--- config.mk ---
export PLATFORM = sky130hd
export DESIGN_NAME = falcon_modmul_pipe
export DESIGN_NICKNAME = d
export VERILOG_FILES = /design/src/rtl/falcon_modmul_pipe.sv
export SDC_FILE = /design/constraint.sdc
export NUM_CORES = 1
export LEC_CHECK = 0
export CELL_PAD_IN_SITES_DETAIL_PLACEMENT = 1
export CELL_PAD_IN_SITES_GLOBAL_PLACEMENT = 1
export CORE_MARGIN = 4
export CORE_UTILIZATION = 54
export CTS_CLUSTER_SIZE = 14
export DETAILED_ROUTE_END_ITERATION = 8
export PLACE_DENSITY_LB_ADDON = 0.1
export SLEW_MARGIN = 10
export SYNTH_ARGS = -nofsm -noshare
export SYNTH_HDL_FRONTEND = slang
export SYNTH_SLANG_ARGS = --single-unit
--- constraint.sdc ---
create_clock -name clk -period 21.5 [get_ports clk]
set_input_delay 4.3 -clock clk [delete_from_list [all_inputs] [get_ports clk]]
set_output_delay 4.3 -clock clk [all_outputs]
set_load 0.005 [all_outputs]
--- src/rtl/falcon_modmul_pipe.sv ---
// falcon_modmul_pipe: 3-stage pipelined (A*B) mod 12289 Barrett multiplier with valid/ready flow control.
// Ports:
//   clk, rst_n            - clock, asynchronous active-low reset
//   in_valid, in_ready    - input handshake (in_ready = pipeline enable)
//   A, B, in_tag          - operands and sideband tag
//   out_valid, out_ready  - output handshake
//   C, out_tag, err       - result, tag of that result, out-of-range operand flag
// Optional macro FALCON_MODMUL_ERR_EN compiles in operand range checking; otherwise err is tied to 0.
module falcon_modmul_pipe #(
    parameter int W = 14,
    parameter int Q = 12289
) (
    input  logic         clk,
    input  logic         rst_n,
    input  logic         in_valid,
    output logic         in_ready,
    input  logic [W-1:0] A,
    input  logic [W-1:0] B,
    input  logic [7:0]   in_tag,
    output logic         out_valid,
    input  logic         out_ready,
    output logic [W-1:0] C,
    output logic [7:0]   out_tag,
    output logic         err
);
    localparam int PW = 2 * W;
    localparam int EW = PW + 15;
    localparam int RW = W + 1;
    localparam logic [EW-1:0] MU = EW'(21843);
    localparam logic [PW-1:0] QP = PW'(Q);
    localparam logic [RW-1:0] QR = RW'(Q);
    logic            en;
    logic            v1_q, v2_q, v3_q;
    logic [PW-1:0]   p1_q, p1_d;
    logic [RW-1:0]   r2_q, r2_d;
    logic [W-1:0]    c3_q, c3_d;
    logic [7:0]      t1_q, t2_q, t3_q;
    logic [EW-1:0]   est;
    logic [14:0]     q_est;
    logic [PW-1:0]   qm;
    assign en       = !v3_q || out_ready;
    assign in_ready = en;
    assign p1_d  = {{W{1'b0}}, A} * {{W{1'b0}}, B};
    // Barrett estimate: q_est is floor(P/Q) or one less, so the remainder lands in [0, 2Q).
    assign est   = {15'd0, p1_q} * MU;
    assign q_est = 15'(est >> PW);
    assign qm    = {{(PW-15){1'b0}}, q_est} * QP;
    assign r2_d  = RW'(p1_q - qm);
    assign c3_d  = W'(r2_q >= QR ? r2_q - QR : r2_q);
    always_ff @(posedge clk or negedge rst_n) begin
        if (!rst_n) begin
            v1_q <= 1'b0;
            v2_q <= 1'b0;
            v3_q <= 1'b0;
            p1_q <= '0;
            r2_q <= '0;
            c3_q <= '0;
            t1_q <= '0;
            t2_q <= '0;
            t3_q <= '0;
        end else if (en) begin
            v1_q <= in_valid;
            p1_q <= p1_d;
            t1_q <= in_tag;
            v2_q <= v1_q;
            r2_q <= r2_d;
            t2_q <= t1_q;
            v3_q <= v2_q;
            c3_q <= c3_d;
            t3_q <= t2_q;
        end
    end
    assign out_valid = v3_q;
    assign C         = c3_q;
    assign out_tag   = t3_q;
`ifdef FALCON_MODMUL_ERR_EN
    localparam logic [W-1:0] QW = W'(Q);
    logic e1_q, e2_q, e3_q;
    always_ff @(posedge clk or negedge rst_n) begin
        if (!rst_n) begin
            e1_q <= 1'b0;
            e2_q <= 1'b0;
            e3_q <= 1'b0;
        end else if (en) begin
            e1_q <= (A >= QW) || (B >= QW);
            e2_q <= e1_q;
            e3_q <= e2_q;
        end
    end
    assign err = e3_q;
`else
    assign err = 1'b0;
`endif
endmodule

==> metrics <==
share of layout cells above drive strength 1 ~1.5%; first-pass GRT wire length 77.6 mm; Final Max Slew Viols 0; Num CTS Buffers 9; Synth area leader fa_1; Die X 192 um; dpl hpwl about 40 mm; ranking of synthesized cells by area fa_1, ha_1, dfrtp_1; commonest non-fill, non-tap cell in the layout inv_1; Hold WC Path Type flip-flop to flip-flop; Final Wtd Congestion 0.908; kind of critical path input pin to flip-flop; period utilisation layout 50.2%; Unique masters post-synth between 60 and 70; Seq/Total Area, Yosys 11.5%; unrepaired setup endpoints after global routing false; synthesized area per cell 9.08 um^2; # fillers 3878; GR Overflow Total 0; cts repair resizes 0; Max clock buf depth 2; DR pass1 iterations 5; min cycle time layout 10800 ps; max-cap violations 0; Vias approximately 13000; Reg area 0.00210 mm^2; Worst Setup End Kind flip-flop; Slew headroom 35.0%; Via density 5.36; skew final 7.54 ps; standard-cell rows 67; Routed WL per cell 18.7 um; Critical Path Fanout Max 14; Worst-Skew Late Latency 340 ps; diode count 0; hold-fix buffers at CTS 0; vias in the first global route about 16000; Worst Tran Pin Value 975 ps; die footprint 0.0369 mm^2; Ports 65; starting DRC count in detailed routing approximately 500; H-tree levels 3; Area Overhead vs Synth 7.20%; TritonCTS Sinks 84; residual DRC count 0; final setup fails 0; achievable frequency 92.6 MHz; Post-synth top flop dfrtp_1; Overall Global Routing Usage a little over a quarter; CTS Root Cell clkbuf_16; CTS tree built; final hold viol count 0; nets ~2700; post-synthesis register bit count 84; total length of routed wires approximately 47 mm; core area 0.0334 mm^2; most frequent cells in the layout inv_1, ha_1, fa_1; post-synthesis cell count 2017; Multi-input gate area about 0.014 mm^2; top cell type's share of synthesized area 31.1%; Ys Warns 0; R2R cell count 38; Die Ht about 190 um; mapped cell area 0.0183 mm^2; antenna violations before repair 0; Async S/R FF share, synth between 90% and 100%; status finished clean; antenna-violating nets left 0; I/O Buffers 63; crit start category input pin; Hold Path Cell Cnt 2; pin count of the biggest net entering global routing 95; Post-Route Setup TNS 0 ps; Post-CTS Setup Inserts 0; Post-synth EDFFs 0; starting density of the core 54.7%; Clock transition at path regs 60 ps; CP Data Required Time between 20000 and 25000 ps; Net Count, Synth 2676; WP data arrival around 11000 ps
## layer usage
layer / up-vias / part of all wire (%) / track usage [%]
met4: 0 / 2.7 / 7.38
met1: 6854 / 42 / 32.2
met5: - / 0 / 0
met2: 194 / 53 / 50.0
li1: 6272 / - / -
met3: 69 / 2.6 / 2.53
## final timing paths
kind | startpoint | endpoint | slack, ps
max | B[4] | p1_q[26] | 10700
min | v2_q | v2_q | 460
max reg2reg | p1_q[3] | r2_q[14] | 11090
min reg2reg | v2_q | v2_q | 460
max in group asynchronous | rst_n | p1_q[14] | 16540
min in group asynchronous | rst_n | t1_q[5] | 3770
## through the flow
stage          hold WS, ps  util, %  setup WS, ps  area, um^2  instances
3_5_place_dp           454     57.8         10370       19300       2480
2_1_floorplan          430        -         11490       18300       2017
6_report               464     58.7         10700       19600       2496
4_1_cts                468     58.7         10720       19600       2496
5_1_grt                493     58.7         10360       19600       2496
3_3_place_gp           444     57.8         10520       19300       2480
## final cells by class
class,instances,share of cell area (%)
inverter,514,9.83
clock inverter,5,0.312
timing repair buffer,66,3.32
clock buffer,11,1.19
multi-input combinational,1368,71.8
tap,448,2.86
sequential,84,10.7
## synthesized netlist by cell type (all sizes together) (3+ instances only)
| cell type | instances |
|---|---|
| xnor2 | 44 |
| fa | 284 |
| o21ai | 55 |
| o21a | 8 |
| a211o | 3 |
| nor2 | 54 |
| nor3 | 7 |
| nand2b | 8 |
| ha | 335 |
| clkbuf | 49 |
| and2 | 80 |
| a21o | 38 |
| o41ai | 3 |
| or4 | 3 |
| o211ai | 7 |
| a2111oi | 3 |
| nor2b | 3 |
| and4 | 4 |
| a221o | 3 |
| or2 | 3 |
| a221oi | 4 |
| nor4 | 6 |
| and3 | 8 |
| inv | 513 |
| nand4 | 9 |
| o21bai | 5 |
| nand3 | 9 |
| dfrtp | 84 |
| a21oi | 72 |
| nand2 | 247 |
| a31oi | 5 |
| xor2 | 31 |
## registers in the layout (all words and copies together), names as in the netlist
signal	flops
C	14
out_valid	1
v2_q	1
t1_q	8
v1_q	1
p1_q	28
out_tag	8
r2_q	15
t2_q	8
## cell families (layout without fill, tap and decap cells)
family	Yosys count	after routing	share of synthesized area (%)
DFF	84	84	11.5
buffers and inverters	565	596	11.6
AOI/OAI and AO/OA	223	223	7.94
and+or+nand+nor	447	447	11.2
xor gates and xnor gates	76	76	3.71
adders and majority gates	619	619	54.0
muxes	2	2	0.123
other	1	1	0.0205
## worst max-delay path, cell delays in order
cell,delay [ps]
clkdlybuf4s50_1,860
nand2_1,170
fa_1,560
inv_1,60
fa_1,530
inv_1,60
fa_1,520
inv_1,60
fa_1,470
fa_1,520
fa_1,490
ha_1,360
and3_1,220
a221o_1,340
a21o_1,180
a31oi_1,380
o21ai_0,310
nand4_1,160
nand4b_1,110
mux2_2,270
o21ai_0,130
Power is left out: the tool's default activity adds up to more than one toggle a clock period on the data nets, which glitch-free logic cannot reach.
